$ cat src/rtl/mem_tid_arbiter_pkg.sv
// Shared types for the memory transaction-ID arbiter: TID table entry and requester indices.
package mem_tid_arbiter_pkg;

  localparam int unsigned OWNER_W = 2;

  typedef enum int unsigned {
    REQ_ICACHE = 0,
    REQ_DLOAD  = 1,
    REQ_DSTORE = 2
  } req_idx_e;

  typedef struct packed {
    logic               valid;
    logic [OWNER_W-1:0] owner;
    logic               store;
  } tid_entry_t;

endpackage

$ cat src/rtl/mem_tid_arbiter_rr.sv
// Round-robin arbiter over a pre-filtered eligibility mask; search starts at ptr.
module rr_arb_masked #(
  parameter  int unsigned N  = 3,
  localparam int unsigned IW = (N > 1) ? $clog2(N) : 1
) (
  input  logic [N-1:0]  eligible,
  input  logic [IW-1:0] ptr,
  output logic [N-1:0]  grant,
  output logic [IW-1:0] winner,
  output logic [IW-1:0] next_ptr
);

  logic        found;
  int unsigned idx;

  always_comb begin
    grant  = '0;
    winner = '0;
    found  = 1'b0;
    idx    = 0;
    for (int unsigned i = 0; i < N; i++) begin
      idx = (32'(ptr) + i) % N;
      if (!found && eligible[idx]) begin
        found      = 1'b1;
        grant[idx] = 1'b1;
        winner     = IW'(idx);
      end
    end
    next_ptr = (winner == IW'(N - 1)) ? '0 : winner + 1'b1;
  end

endmodule

$ cat src/rtl/mem_tid_arbiter.sv
// Shares one memory request port among requesters, allocates transaction IDs and
// routes responses back to the owning requester.
module mem_tid_arbiter
  import mem_tid_arbiter_pkg::*;
#(
  parameter int unsigned NumReq               = 3,
  parameter int unsigned MemTidWidth          = 2,
  parameter int unsigned MaxOutstandingStores = 7,
  parameter int unsigned AddrWidth            = 64
) (
  input  logic                        clk_i,
  input  logic                        rst_i,
  input  logic [NumReq-1:0]           req_valid_i,
  input  logic [NumReq-1:0]           req_store_i,
  input  logic [NumReq*AddrWidth-1:0] req_addr_i,
  output logic [NumReq-1:0]           req_ready_o,
  output logic                        mem_req_valid_o,
  input  logic                        mem_req_ready_i,
  output logic [AddrWidth-1:0]        mem_req_addr_o,
  output logic [MemTidWidth-1:0]      mem_req_tid_o,
  output logic                        mem_req_store_o,
  input  logic                        mem_rsp_valid_i,
  input  logic [MemTidWidth-1:0]      mem_rsp_tid_i,
  output logic [NumReq-1:0]           rsp_valid_o,
  output logic                        tid_err_o,
  output logic                        busy_o
);

  localparam int unsigned NumTid = 1 << MemTidWidth;
  localparam int unsigned IdxW   = (NumReq > 1) ? $clog2(NumReq) : 1;
  localparam int unsigned ScW    = $clog2(MaxOutstandingStores + 1);
  localparam logic [ScW-1:0] StoreCap = ScW'(MaxOutstandingStores);

  tid_entry_t               tid_table [NumTid];
  logic [NumTid-1:0]        tid_busy;
  logic [MemTidWidth-1:0]   free_tid;
  logic                     any_free;
  logic [ScW-1:0]           store_cnt;
  logic [IdxW-1:0]          rr_ptr, rr_next, winner;
  logic [NumReq-1:0]        eligible, grant;
  logic                     stage_load, granted, win_store;
  logic [AddrWidth-1:0]     win_addr;
  tid_entry_t               rsp_entry;
  logic                     rsp_hit, st_inc, st_dec;

  always_comb begin
    tid_busy = '0;
    any_free = 1'b0;
    free_tid = '0;
    for (int unsigned i = 0; i < NumTid; i++) begin
      tid_busy[i] = tid_table[i].valid;
      if (!any_free && !tid_table[i].valid) begin
        any_free = 1'b1;
        free_tid = MemTidWidth'(i);
      end
    end
  end

  // Grants are suppressed while reset is held so every output reads 0 during reset.
  always_comb begin
    stage_load = !mem_req_valid_o || mem_req_ready_i;
    eligible   = '0;
    for (int unsigned i = 0; i < NumReq; i++) begin
      eligible[i] = !rst_i && req_valid_i[i] && stage_load && any_free &&
                    (!req_store_i[i] || (store_cnt < StoreCap));
    end
  end

  rr_arb_masked #(.N(NumReq)) u_rr (
    .eligible (eligible),
    .ptr      (rr_ptr),
    .grant    (grant),
    .winner   (winner),
    .next_ptr (rr_next)
  );

  always_comb begin
    granted     = |grant;
    req_ready_o = grant;
    win_store   = req_store_i[winner];
    win_addr    = req_addr_i[32'(winner)*AddrWidth +: AddrWidth];
    rsp_entry   = tid_table[mem_rsp_tid_i];
    rsp_hit     = mem_rsp_valid_i && rsp_entry.valid;
    tid_err_o   = !rst_i && mem_rsp_valid_i && !rsp_entry.valid;
    rsp_valid_o = '0;
    if (rsp_hit) rsp_valid_o[rsp_entry.owner] = 1'b1;
    st_inc      = granted && win_store;
    st_dec      = rsp_hit && rsp_entry.store;
    busy_o      = (|tid_busy) || mem_req_valid_o;
  end

  // The freed entry and the allocated entry never coincide: free_tid only sees
  // entries that were already free before this edge.
  always_ff @(posedge clk_i or posedge rst_i) begin
    if (rst_i) begin
      for (int unsigned i = 0; i < NumTid; i++) tid_table[i] <= '0;
      store_cnt       <= '0;
      rr_ptr          <= '0;
      mem_req_valid_o <= 1'b0;
      mem_req_addr_o  <= '0;
      mem_req_tid_o   <= '0;
      mem_req_store_o <= 1'b0;
    end else begin
      if (rsp_hit) tid_table[mem_rsp_tid_i] <= '0;
      if (granted) begin
        tid_table[free_tid] <= '{valid: 1'b1, owner: OWNER_W'(winner), store: win_store};
        rr_ptr              <= rr_next;
      end
      case ({st_inc, st_dec})
        2'b10:   store_cnt <= store_cnt + 1'b1;
        2'b01:   store_cnt <= store_cnt - 1'b1;
        default: store_cnt <= store_cnt;
      endcase
      if (granted) begin
        mem_req_valid_o <= 1'b1;
        mem_req_addr_o  <= win_addr;
        mem_req_tid_o   <= free_tid;
        mem_req_store_o <= win_store;
      end else if (mem_req_ready_i) begin
        mem_req_valid_o <= 1'b0;
      end
    end
  end

  always_ff @(posedge clk_i) begin
    if (!rst_i) begin
      assert ($onehot0(req_ready_o));
      assert (!(granted && tid_busy[free_tid]));
      assert (store_cnt <= StoreCap);
    end
  end

endmodule

$ cat config.mk
export PLATFORM = sky130hd
export DESIGN_NAME = mem_tid_arbiter
export DESIGN_NICKNAME = d
export VERILOG_FILES = /design/src/rtl/mem_tid_arbiter_pkg.sv /design/src/rtl/mem_tid_arbiter_rr.sv /design/src/rtl/mem_tid_arbiter.sv
export SDC_FILE = /design/constraint.sdc
export NUM_CORES = 1
export LEC_CHECK = 0
export CAP_MARGIN = 20
export CORE_UTILIZATION = 35
export DETAILED_ROUTE_END_ITERATION = 10
export PLACE_DENSITY = 0.75
export SYNTH_ARGS = -nofsm -noshare
export SYNTH_HDL_FRONTEND = slang
export SYNTH_HIERARCHICAL = 1
export SYNTH_SLANG_ARGS = --single-unit
$ cat constraint.sdc
create_clock -name clk_i -period 6 [get_ports clk_i]
set_input_delay 1.5 -clock clk_i [delete_from_list [all_inputs] [get_ports clk_i]]
set_output_delay 1.5 -clock clk_i [all_outputs]
set_load 0.03 [all_outputs]
---- Word level (Yosys, flattened, before mapping) ----
Index checks and enable logic that the tools add are counted.
storage, ports and cells
  register bits after elaboration ......... 89
  bits in latches ......................... 0
  memory bits (writable) .................. 0
  bits in read-only memories .............. 0
  input port bits ......................... 204
  output and inout port bits .............. 76
  logic and storage cells ................. 146
  memories ................................ 0
operators by class
  $add $sub $neg .......................... 5
  multipliers ............................. 0
  divide/modulo/power cells ............... 3
  magnitude comparators ................... 14
  equal/unequal tests ..................... 3
  shifts and indexed selects .............. 1
  muxes and demuxes ....................... 46
  bitwise operators ....................... 6
  reduce and logical (&&, ||, !) cells .... 50
operators by type and width
  kind                                                                 count
  variable part select 192 x 9 -> 64 bit                               1
  greater-or-equal comparator 32 x 1 -> 1 bit (second input constant)  3
  < comparator 32 x 3 -> 1 bit (second input constant)                 3
  modulo 32 x 2 -> 32 bit (second input constant)                      2
  modulo 2 x 2 -> 32 bit (second input constant)                       1
  two-way mux 16 bit                                                   2
  logical AND 1 bit                                                    28
  two-way mux 1 bit                                                    17
  bitwise AND 16 bit                                                   1
  bitwise mux 16 bit                                                   1
  demux 4 bit (select 2 bit)                                           2
  two-way mux 4 bit                                                    4
  inverter 16 bit                                                      1
  zero test 1 bit                                                      13
  two-way mux 2 bit                                                    6
  two-way mux 3 bit                                                    4
  binary-select mux 1 bit (select 2 bit)                               4
  binary-select mux 4 bit (select 2 bit)                               1
  demux 1 bit (select 2 bit)                                           4
  greater-or-equal comparator 3 bit (second input constant)            2
  < comparator 2 x 3 -> 1 bit (second input constant)                  2
  < comparator 3 x 1 -> 1 bit (second input constant)                  2
  inverter 2 -> 3 bit                                                  2
  OR 3 bit                                                             2
  14 further kinds                                                     20

---- Logic depth before layout (Yosys ltp) ----
  depth after elaboration ................. 25
  depth in mapped cells ................... 18
  depth with buffers taken out ............ 16

---- Modules after synthesis ----
The synthesis kept the hierarchy.
by module, submodules not included
  module           instances  cells an instance  area an instance (µm²)  seq. area each (µm²)
  mem_tid_arbiter  1          485                5,398.9                 2,227.1
  rr_arb_masked    1          52                 322.8                   0.0

---- Least setup slack after synthesis ----
No wires, ideal clock.
  path type ............................... input to output
  start point ............................. input rst_i
  end point ............................... output tid_err_o
  arrival ................................. 4,033 ps
  required time ........................... 4,500 ps
  slack ................................... 467 ps
  cell stages on the path ................. 3
  path buffers ............................ 0
  cells stage by stage .................... inv_1 > nand2_1 > a21oi_1
on the way
  cells in the longest elaborated chain, start to end .. 3
RTL lines
  what                             RTL line               source
  start: declaration               mem_tid_arbiter.sv:12  input logic rst_i,
  zero test 1 bit                  -
  logical AND 1 bit (2 in series)  mem_tid_arbiter.sv:84  tid_err_o = !rst_i && mem_rsp_valid_i && !rsp_entry.valid;
  end: declaration                 mem_tid_arbiter.sv:25  output logic tid_err_o,
Every way passes these cells.

---- Worst setup path after layout ----
  start point ............................. input rst_i
  end point ............................... output req_ready_o[0]
on the way
  cells in the longest elaborated chain, start to end .. 14
  elaborated cells on any way between the ends .. 30
  classes of those cells .................. mux (11); bitwise (2); reduce/logical (17)
RTL lines
  what                                     RTL line                  source
  zero test 1 bit *                        -
  logical AND 1 bit * (4 in series)        mem_tid_arbiter.sv:64     eligible[i] = !rst_i && req_valid_i[i] && stage_load && any_free &&
  via eligible[1]                          mem_tid_arbiter.sv:40     logic [NumReq-1:0] eligible, grant;
  binary-select mux 1 bit (select 2 bit)   mem_tid_arbiter_rr.sv:23  if (!found && eligible[idx]) begin
  two-way mux 1 bit (implied by the code)  mem_tid_arbiter_rr.sv:23
  two-way mux 1 bit                        mem_tid_arbiter_rr.sv:23
  zero test 1 bit                          mem_tid_arbiter_rr.sv:23
  logical AND 1 bit                        mem_tid_arbiter_rr.sv:23
  two-way mux 1 bit                        mem_tid_arbiter_rr.sv:23
  zero test 1 bit                          mem_tid_arbiter_rr.sv:23
  logical AND 1 bit                        mem_tid_arbiter_rr.sv:23
  two-way mux 3 bit *                      mem_tid_arbiter_rr.sv:23
  end: declaration                         mem_tid_arbiter.sv:16     output logic [NumReq-1:0] req_ready_o,
The timed path passes the listed nets; every way through them passes the cells marked *. The select of a mux whose other input is x is not followed.

==> summary.md <==
| Metric | Value |
|---|---|
| Top area cells in the synthesized netlist | `dfrtp_1 (39%), a221oi_2 (13%), mux2_4 (9.4%), nor2_1 (8.8%), mux2_2 (3.5%)` |
| GP Congestion | `0.824` |
| Max_cap viols | `0` |
| Ys flop type | `dfrtp_1` |
| Initial antenna violation count | `0` |
| Via density per instance | `5.08` |
| Max incr delay on CP | `0.76 ns` |
| Post-Layout Cell Count | `1,016` |
| Peak supply drop | `0.000423 V` |
| Tightest Hold Check Type | `reg2reg` |
| Crit start category | `primary input` |
| Multi-input logic area | `0.00321 mm^2` |
| Initial core utilization | `35.9%` |
| # hold bufs at CTS | `0` |
| Slew HR | `28.2%` |
| Pre-CTS WS | `0.267 ns` |
| Pin count of the biggest net entering global routing | `70` |
| PwrDens | `550 mW/mm^2` |
| Final setup violation count | `0` |
| Cells after Synth | `537` |
| Post-synthesis cell type count | `49` |
| Final period utilization | `96.3%` |
| Comb pwr share | `65.3%` |
| Synthesized Nets | `747` |
| ANT nets after route | `0` |
| Inst Count DP | `1,000` |
| Crit path max fanout | `8` |
| Utilization after layout | `56.0%` |
| Die extent in x | `130 um` |
| # port buffers | `279` |
| Layout cell share with drive strength beyond 1 | `17.6%` |
| Worst path top cell family by delay | `buffers and inverters` |
| Post-synth EDFFs | `0` |
| Wire per inst | `16.7 um` |
| Crit Path Category | `in2out` |
| CP Cell Sequence | `clkdlybuf4s50_1, nor3_1, and3_1, mux2_2, nand3_1, o22ai_1, a221oi_1, nor2_1, clkdlybuf4s50_1` |
| Clk root buf | `clkbuf_16` |
| Die H | `130 um` |
| Status | `completed` |
| Clock share of power | `11.9%` |
| Synthesis Warnings | `6` |
| Most frequent CP cell | `clkdlybuf4s50_1` |
| Row Count | `46` |
| Die Area | `0.0169 mm^2` |
| H-tree depth | `3` |
| RSZ-0062 raised after global routing | `no` |
| Number of DRC markers in iteration 0 | `261` |
| Worst-case clock buffer depth | `2` |
| CTS sink count | `89` |
| Post-synthesis sequential area ratio | `38.9%` |
| Final net count | `1,005` |
| Synth-to-Final Area Change | `56.2%` |
| All-Layer GR Usage | `20.1%` |
| Worst skew pair latency | `0.34 ns` |
| Maximum clock rate | `173 MHz` |
| Post-CTS sizing | `0` |
| Mapped Area | `0.00572 mm^2` |
| GRT overflow | `0` |
| Post-CTS setup buffer count | `0` |
| DR pass1 iterations | `4` |
| CP max-delay cell | `clkdlybuf4s50_1` |
| Crit path DAT | `4.28 ns` |
| Hold Vio Cnt, Final | `0` |
| Final WL | `16.9 mm` |
| Synth top area share | `38.9%` |
| Crit path buf inv count | `2` |
| Clock transition at path regs | `0.06 ns` |
| Seq. cell area | `0.00223 mm^2` |
| Switching Share | `47.3%` |
| Seq cells post-synth | `89` |
| First-pass GRT wire length | `26.0 mm` |
| Sequential Power Share | `22.8%` |
| Worst EP required | `4.50 ns` |
| Area leader, netlist | `dfrtp_1` |
| Filler instances | `1,431` |
| Fin Clk Skew | `0.00740 ns` |
| Fin Setup TNS | `0 ns` |
| Net Sw Power | `2330 uW` |
| Lkg Pwr | `0.00354 uW` |
| Avg Cell Area, Syn | `10.7 um^2` |
| Critical Path End Type | `primary output` |
| Vias in the first global route | `4,990` |
| Routed vias | `5,166` |
| CTS tree | `built` |
| Core box area | `0.0159 mm^2` |
| Setup WS post-layout | `0.224 ns` |
| Ant diodes | `0` |
| DRC | `0` |
| Total CTS buffers | `9` |
| Total power | `4920 uW` |
| Count of final max-slew check failures | `0` |
| Worst-margin pin slew | `1.08 ns` |
| Cell internal pwr | `2590 uW` |
| Dpl hpwl | `12.1 mm` |
| Post-layout min period | `5.78 ns` |
| Ys async rst share | `100%` |
| I/O pin total | `280` |
[placed cells by master, fill, tap and decap left out, types with 2 or more instances in the layout]
cell type          n
a21o_1             6
a21oi_1           12
a221oi_1          16
a221oi_2          49
and3_1             4
buf_4             12
clkbuf_1           2
clkbuf_16          9
clkbuf_8           3
clkdlybuf4s50_1  279
clkinv_2           3
dfrtp_1           89
ha_1               5
inv_1              6
mux2_1            13
mux2_2            18
mux2_4            36
mux2i_1           15
mux4_2             3
nand2_1           32
nand2b_1           6
nand3_1            2
nand3b_1           2
nand4b_1           2
nor2_1           134
nor2b_1            3
nor3_1             3
nor3b_1            3
o21ai_0            7
o22ai_1            3
xnor2_1            2
[cells in the mapped netlist, types with 3 or more instances]
library cell and instances:
ha_1 5, a21oi_1 12, and3_1 5, nor2_1 134
nand2_1 32, a221oi_1 16, nand2b_1 6, o22ai_1 3
buf_2 24, inv_1 7, mux2_2 18, mux2_1 13
nor3_1 3, clkbuf_1 8, mux2_4 36, a221oi_2 49
dfrtp_1 89, nor3b_1 3, mux4_2 3, buf_6 8
o21ai_0 7, a21o_1 6, nor2b_1 4, mux2i_1 15
[per-layer routing]
metal,vias to the layer above,part of all wire [%],global-route usage (%)
li1,2466,-,-
met1,2490,42,24.2
met2,192,50,34.7
met3,18,6.9,5.08
met4,0,1.8,7.32
met5,-,0,0
[metrics by stage]
stage	instance area, um^2	hold WS, ns
5_1_grt	8930	0.506
4_1_cts	8930	0.465
3_3_place_gp	8630	0.450
3_5_place_dp	8630	0.453
6_report	8930	0.462
2_1_floorplan	5720	0.434
[power by group through the flow]
stage	Clock [uW]	Combinational [uW]	Sequential, uW
2_1_floorplan	0	1800	1540
3_3_place_gp	0	3190	1120
3_5_place_dp	0	3230	1130
4_1_cts	602	3240	1120
5_1_grt	631	3470	1160
6_report	587	3210	1120
[area by class of cell]
class,instances,area share [%]
Multi-Input combinational cell,396,36.0
Timing Repair Buffer,291,32.3
Sequential cell,89,24.9
Clock buffer,14,3.07
Tap cell,216,3.02
Clock inverter,2,0.392
Inverter,8,0.364
[cells by family (layout without fill, tap and decap cells)]
logic type / count (synthesis) / in the layout / share of synthesized area (%)
flops: 89 / 89 / 38.9
compound gates: 100 / 100 / 19.2
mux: 85 / 85 / 19.4
simple gates: 202 / 202 / 15.4
xor+xnor: 3 / 3 / 0.459
buf+inv: 52 / 315 / 5.16
fa+ha+maj: 6 / 6 / 1.44
[sequential cells by signal, summed over array words and instances, names as in the netlist]
signal / cells
tid_table: 12
mem_req_store_o: 1
mem_req_tid_o: 2
mem_req_valid_o: 1
tid_busy: 4
store_cnt: 3
mem_req_addr_o: 64
rr_ptr: 2
[path summary, 6_finish.rpt]
| kind | start | slack, ns | to | depth (start not counted) |
|---|---|---|---|---|
| worst max-delay path | rst_i | 0.22 | req_ready_o[0] | 9 |
| worst min-delay path | store_cnt[2] | 0.46 | store_cnt[2] | 1 |
| worst max register to register | tid_busy[3] | 2.09 | store_cnt[2] | 16 |
| worst min register to register | store_cnt[2] | 0.46 | store_cnt[2] | 1 |
| max in group asynchronous | rst_i | 3.30 | mem_req_addr_o[35] | 4 |
| min in group asynchronous | rst_i | 1.68 | rr_ptr[0] | 3 |
No activity file was read; power rests on OpenSTA's default activity.
